<file path="config.mk">
export PLATFORM = sky130hd
export DESIGN_NAME = mem_stage_sram_ctrl
export DESIGN_NICKNAME = d
export VERILOG_FILES = /design/src/rtl/arm_pipe_pkg.sv /design/src/rtl/sram_phase_counter.sv /design/src/rtl/mem_stage_sram_ctrl.sv
export SDC_FILE = /design/constraint.sdc
export NUM_CORES = 1
export LEC_CHECK = 0
export BUFFER_PORTS_ARGS = -buffer_cell sky130_fd_sc_hd__buf_2
export CORE_UTILIZATION = 35
export DETAILED_ROUTE_END_ITERATION = 10
export PLACE_DENSITY_LB_ADDON = 0.2
export RECOVER_POWER = 25
export SLEW_MARGIN = 20
export SYNTH_ARGS = -nofsm -noshare
export SYNTH_HDL_FRONTEND = slang
export SYNTH_SLANG_ARGS = --single-unit
</file>
<file path="constraint.sdc">
create_clock -name clk -period 3.4 [get_ports clk]
set_input_delay 0.68 -clock clk [delete_from_list [all_inputs] [get_ports clk]]
set_output_delay 0.68 -clock clk [all_outputs]
set_load 0.01 [all_outputs]
</file>
<file path="src/rtl/arm_pipe_pkg.sv">
`default_nettype none
// +-------------------------------------------------------------------+
// | arm_pipe_pkg : shared types/constants for the MEM-stage SRAM path |
// | Revision 1.0                                                      |
// +-------------------------------------------------------------------+
package arm_pipe_pkg;

   typedef enum logic [1:0] {
      IDLE = 2'd0,
      LOW  = 2'd1,
      HIGH = 2'd2,
      DONE = 2'd3
   } sram_state_t;

   localparam int unsigned DATA_MEM_BASE   = 1024;
   localparam int unsigned SRAM_AW_DEFAULT = 18;

   // 32-bit word index relative to the data-memory base; wraps silently.
   function automatic logic [31:0] word_index(input logic [31:0] addr,
                                              input logic [31:0] base);
      return (addr - base) >> 2;
   endfunction

endpackage
`default_nettype wire

</file>
<file path="src/rtl/sram_phase_counter.sv">
`default_nettype none
// +-------------------------------------------------------------------+
// | sram_phase_counter : per-half access cycle counter with TC flag   |
// | Revision 1.0                                                      |
// +-------------------------------------------------------------------+
module sram_phase_counter #(
   parameter int HALF_CYCLES = 3
) (
   input  logic clk,
   input  logic rst,
   input  logic i_clear,
   input  logic i_en,
   output logic o_tc
);

   localparam int              CW     = $clog2(HALF_CYCLES);
   localparam logic [CW-1:0]   c_last = CW'(HALF_CYCLES - 1);

   logic [CW-1:0] r_cnt;

   assign o_tc = (r_cnt == c_last);

   // Wraps to zero on terminal count so LOW hands HIGH a fresh phase.
   always_ff @(posedge clk) begin
      if (rst || i_clear) begin
         r_cnt <= '0;
      end else if (i_en) begin
         r_cnt <= o_tc ? '0 : r_cnt + 1'b1;
      end
   end

endmodule
`default_nettype wire

</file>
<file path="src/rtl/mem_stage_sram_ctrl.sv">
`default_nettype none
// +-------------------------------------------------------------------+
// | mem_stage_sram_ctrl : 32-bit load/store as two 16-bit SRAM halves |
// | Revision 1.0                                                      |
// +-------------------------------------------------------------------+
module mem_stage_sram_ctrl
   import arm_pipe_pkg::*;
#(
   parameter logic [31:0] BASE_ADDR   = 32'(DATA_MEM_BASE),
   parameter int          HALF_CYCLES = 3,
   parameter int          SRAM_AW     = int'(SRAM_AW_DEFAULT)
) (
   input  logic               clk,
   input  logic               rst,
   input  logic               rd_en,
   input  logic               wr_en,
   input  logic [31:0]        address,
   input  logic [31:0]        write_data,
   output logic [31:0]        read_data,
   output logic               ready,
   output logic [SRAM_AW-1:0] sram_addr,
   output logic [15:0]        sram_dq_out,
   input  logic [15:0]        sram_dq_in,
   output logic               sram_dq_oe,
   output logic               sram_we_n
);

   localparam int c_hw = SRAM_AW - 1;

   sram_state_t       r_state;
   sram_state_t       w_next;
   logic [31:0]       r_addr;
   logic [31:0]       r_wdata;
   logic              r_is_wr;
   logic [31:0]       r_rdata;
   logic              w_req;
   logic              w_tc;
   logic              w_in_half;
   logic [c_hw-1:0]   w_word;

   assign w_req     = rd_en | wr_en;
   assign w_in_half = (r_state == LOW) || (r_state == HIGH);
   assign w_word    = c_hw'(word_index(r_addr, BASE_ADDR));
   assign ready     = ((r_state == IDLE) && !w_req) || (r_state == DONE);
   assign read_data = r_rdata;

   sram_phase_counter #(
      .HALF_CYCLES (HALF_CYCLES)
   ) u_phase (
      .clk     (clk),
      .rst     (rst),
      .i_clear (!w_in_half),
      .i_en    (w_in_half),
      .o_tc    (w_tc)
   );

   always_ff @(posedge clk) begin
      if (rst) begin
         r_state <= IDLE;
         r_addr  <= '0;
         r_wdata <= '0;
         r_is_wr <= 1'b0;
         r_rdata <= '0;
      end else begin
         r_state <= w_next;
         if ((r_state == IDLE) && w_req) begin
            r_addr  <= address;
            r_wdata <= write_data;
            r_is_wr <= wr_en;
         end
         // Capture on the last cycle of each half, when the SRAM data has settled.
         if (!r_is_wr && w_tc) begin
            if (r_state == LOW) begin
               r_rdata[15:0] <= sram_dq_in;
            end else if (r_state == HIGH) begin
               r_rdata[31:16] <= sram_dq_in;
            end
         end
      end
   end

   // we_n rises on the terminal cycle while address and data are still held.
   always_comb begin
      w_next      = r_state;
      sram_addr   = '0;
      sram_dq_out = '0;
      sram_dq_oe  = 1'b0;
      sram_we_n   = 1'b1;
      case (r_state)
         IDLE: begin
            if (w_req) begin
               w_next = LOW;
            end
         end
         LOW: begin
            sram_addr = {w_word, 1'b0};
            if (r_is_wr) begin
               sram_dq_oe  = 1'b1;
               sram_dq_out = r_wdata[15:0];
               sram_we_n   = w_tc;
            end
            if (w_tc) begin
               w_next = HIGH;
            end
         end
         HIGH: begin
            sram_addr = {w_word, 1'b1};
            if (r_is_wr) begin
               sram_dq_oe  = 1'b1;
               sram_dq_out = r_wdata[31:16];
               sram_we_n   = w_tc;
            end
            if (w_tc) begin
               w_next = DONE;
            end
         end
         DONE: begin
            w_next = IDLE;
         end
         default: begin
            w_next = IDLE;
         end
      endcase
   end

endmodule
`default_nettype wire

</file>
==> reports/qor.log <==
[synthesis] post-synthesis instance area 0.00366 sq mm
[setup_path] endpoint required time on the critical path 2720 ps
[power] Power Dens Cells 664 mW/mm^2
[synthesis] Async SR Flop Fraction 0%
[detailed_routing] number of search-and-repair iterations in the first detailed-routing pass 5
[detailed_routing] DR iter-0 viols 130
[sta] final number of max-transition violations 46
[global_routing] largest net degree at the start of global routing 58
[synthesis] mean cell area of the mapped netlist 7.95 sq um
[power] proportion of power drawn by flip-flops and latches 39.9%
[place] buffers added on ports 137
[synthesis] share of Yosys cell area claimed by the top area cell type 47.0%
[synthesis] top area cells in the synthesized netlist dfxtp_1 47%, nand2_1 14%, a21oi_1 9.8%, nand2b_1 6.1%, mux2i_1 4.9%
[synthesis] commonest cells in the netlist 136 x nand2_1, 86 x dfxtp_1, 72 x a21oi_1
[sta] highest achievable clock rate 351 MHz
[clocking] Num CTS Buffers 9
[setup_path] critical path's largest stage delay 470 ps
[power] proportion of total power due to net switching 33.6%
[detailed_routing] routed wire length 9.15 mm
[sta] share of the clock period used by the worst path 83.9%
[detailed_routing] vias per cell 4.81
[place] placed standard-cell area 0.00446 sq mm
[synthesis] number of warnings reported in the yosys synthesis log 0
[sta] final hold vios 0
[setup_path] critical path launch point type register
[sta] Setup TNS Final 0 ps
[sta] actual transition at the worst max-transition pin 1820 ps
[clocking] Hold Buf Count CTS 0
[synthesis] synthesized instance count 461
[floorplanning] starting density of the core 36.8%
[clocking] clock-pin slew reported for the worst setup and hold paths after clock tree synthesis 80 ps
[synthesis] Post-synth EDFFs 0
[global_routing] total gr overflow 0
[run_status] outcome finished, violations left
[setup_path] Worst Path Class, Setup reg2out
[detailed_routing] vias post-DR 3464
[power] Comb power frac 31.2%
[floorplanning] Std-Cell Core Area 0.00995 sq mm
[clocking] count of instances resized after the clock tree is built 0
[floorplanning] height of the die 104 microns
[finish] number of nets in the layout 673
[finish] diode insertion count for antenna repair 0
[global_routing] vias in the first global route 3440
[synthesis] area leader, netlist dfxtp_1
[clocking] maximum level of the CTS H-tree 3
[clocking] number of clock sinks seen by CTS 86
[clocking] number of buffers added for setup after CTS 0
[synthesis] cell with the most instances after synthesis nand2_1
[flow_run] number of maximum-capacitance constraint violations 1
[detailed_routing] antenna viol nets, final 0
[sta] clock skew after layout 6.66 ps
[floorplanning] io pins 153
[setup_path] largest fanout on the critical path 6
[sta] Rel. slew slack -21.1%
[finish] core utilization of the finished layout 47.0%
[worst_hold_path] Hold Path Class reg2reg
[power] Power Internal 0.00206 W
[place] dpl hpwl 6.33 mm
[run_status] violated checks max-capacitance violations, max-slew violations
[setup_path] crit path max-delay cell type or4_1
[place] weighted congestion at the end of routability-driven global placement 0.795
[power] Sw Pwr 0.00104 W
[synthesis] share of the yosys chip area belonging to registers 47.0%
[clocking] clock buffer depth 2
[clocking] clock insertion delay at the later pin of the skew report 330 ps
[finish] Cell Count, Final, Fillers Out 720
[clocking] root buffer selected by CTS clkbuf_8
[detailed_routing] wire length per cell 12.7 microns
[synthesis] unique cell type count in the Yosys netlist 31
[sta] setup repair after global routing missed its margin false
[synthesis] post-synthesis net count 551
[floorplanning] number of placement rows 36
[power] Max rail drop VDD 0.230 mV
[clocking] clock tree from TritonCTS done
[power] Clk network pwr share 28.9%
[global_routing] Total GRT Usage 17.3%
[synthesis] count of state elements after synthesis 86
[floorplanning] area enclosed by the die boundary 0.0109 sq mm
[finish] layout cells sized above 1 22.5%
[place] placed cell count 705
[global_routing] global-route wire length before repair 15.6 mm
[finish] final std cell area, no fill 0.00467 sq mm
[setup_path] critical path, cell by cell inv_1 -> ha_1 -> or3b_4 -> or4_1 -> a21oi_1 -> buf_2
[detailed_routing] final routed DRC violation total 0
[sta] minimum period implied by the final worst setup slack 2850 ps
[setup_path] CP arrival 2170 ps
[floorplanning] Die X-Extent 104 microns
[finish] synthesis-to-finish area growth 27.6%
[setup_path] critical path capture point type output pin
[sta] # setup viols final 0
[power] LEAKAGE 1.93 nW
[synthesis] dominant synthesized flop cell dfxtp_1
[global_routing] initial antenna violation count 0
## state kept, by name (all words and copies together), names as in the netlist
signal,flops
r_addr,17
u_phase.r_cnt,2
r_is_wr,1
r_wdata,32
r_state,2
read_data,32
## stage by stage
step                worst slack, ps  power (W)  hold slack [ps]
detailed placement              914    0.00225              445
finish                          548    0.00310              453
floorplan                      1090    0.00194              432
global placement                940    0.00222              438
global route                    437    0.00332              477
CTS                             518    0.00316              457
## power by group through the flow
stage               logic [W]  clock network, W  registers (W)
floorplan            0.000702                 0        0.00124
global placement     0.000966                 0        0.00125
detailed placement   0.000990                 0        0.00126
CTS                  0.000992          0.000932        0.00124
global route          0.00110          0.000971        0.00126
finish               0.000968          0.000897        0.00124
## per-layer routing
metal,up-vias,global-route usage [%],wire [microns]
met4,0,5.41,75
met3,7,5.39,639
met2,103,29.8,4320
li1,1757,-,-
met1,1597,20.5,4120
met5,-,0,0
## cell families (layout without fill, tap and decap cells)
kind of cell,count (synthesis),in the layout,synth area share (%)
mux,18,18,4.92
fa+ha+maj,6,6,2.05
buf+inv,37,163,4.20
compound gates,98,98,15.0
simple gates,215,215,26.7
xor+xnor,1,1,0.239
flops,86,86,47.0
## area by class of cell
cell class,instances,area (sq um)
Clock inverter,4,120
Inverter,5,18.8
Sequential cell,86,1720
Tap cell,133,166
Timing Repair Buffer,143,702
Multi-Input combinational cell,338,1810
Fill cell,1062,5280
Clock buffer,11,131
## layout by cell type (no fill, tap or decap), drive strengths merged
cell type	netlist	final
a21o	1	1
a21oi	72	72
a22oi	17	17
and2	9	9
buf	10	110
bufinv	0	4
clkbuf	22	44
dfxtp	86	86
ha	6	6
inv	5	5
mux2i	18	18
nand2	136	136
nand2b	36	36
nand4bb	1	1
nor2	20	20
nor3	1	1
nor3b	1	1
nor4b	1	1
nor4bb	1	1
o21a	1	1
o21ai	3	3
o21bai	1	1
o31ai	3	3
or2	3	3
or3	3	3
or3b	1	1
or4	2	2
xnor2	1	1
## worst max-delay path: cells and delay by family, from the launching register on
kind	cells	cell delay (ps)
adder cells (fa/ha/maj)	1	170
AND/OR/NAND/NOR	2	880
buffers and inverters	2	230
AO/OA/AOI/OAI	1	190
flip-flops	1	360
## worst paths after layout
| check | from | endpoint | slack [ps] | cells past startpoint |
|---|---|---|---|---|
| max reg2reg | r_state[1]$_SDFFE_PP0P_ | read_data[5]$_SDFFE_PP0P_ | 1320 | 6 |
| min | r_addr[7]$_SDFFE_PP0P_ | r_addr[7]$_SDFFE_PP0P_ | 450 | 2 |
| max | r_addr[10]$_SDFFE_PP0P_ | sram_addr[17] | 550 | 6 |
| min reg2reg | r_addr[7]$_SDFFE_PP0P_ | r_addr[7]$_SDFFE_PP0P_ | 450 | 2 |
Note: power is estimated with default switching activity, not from simulation.
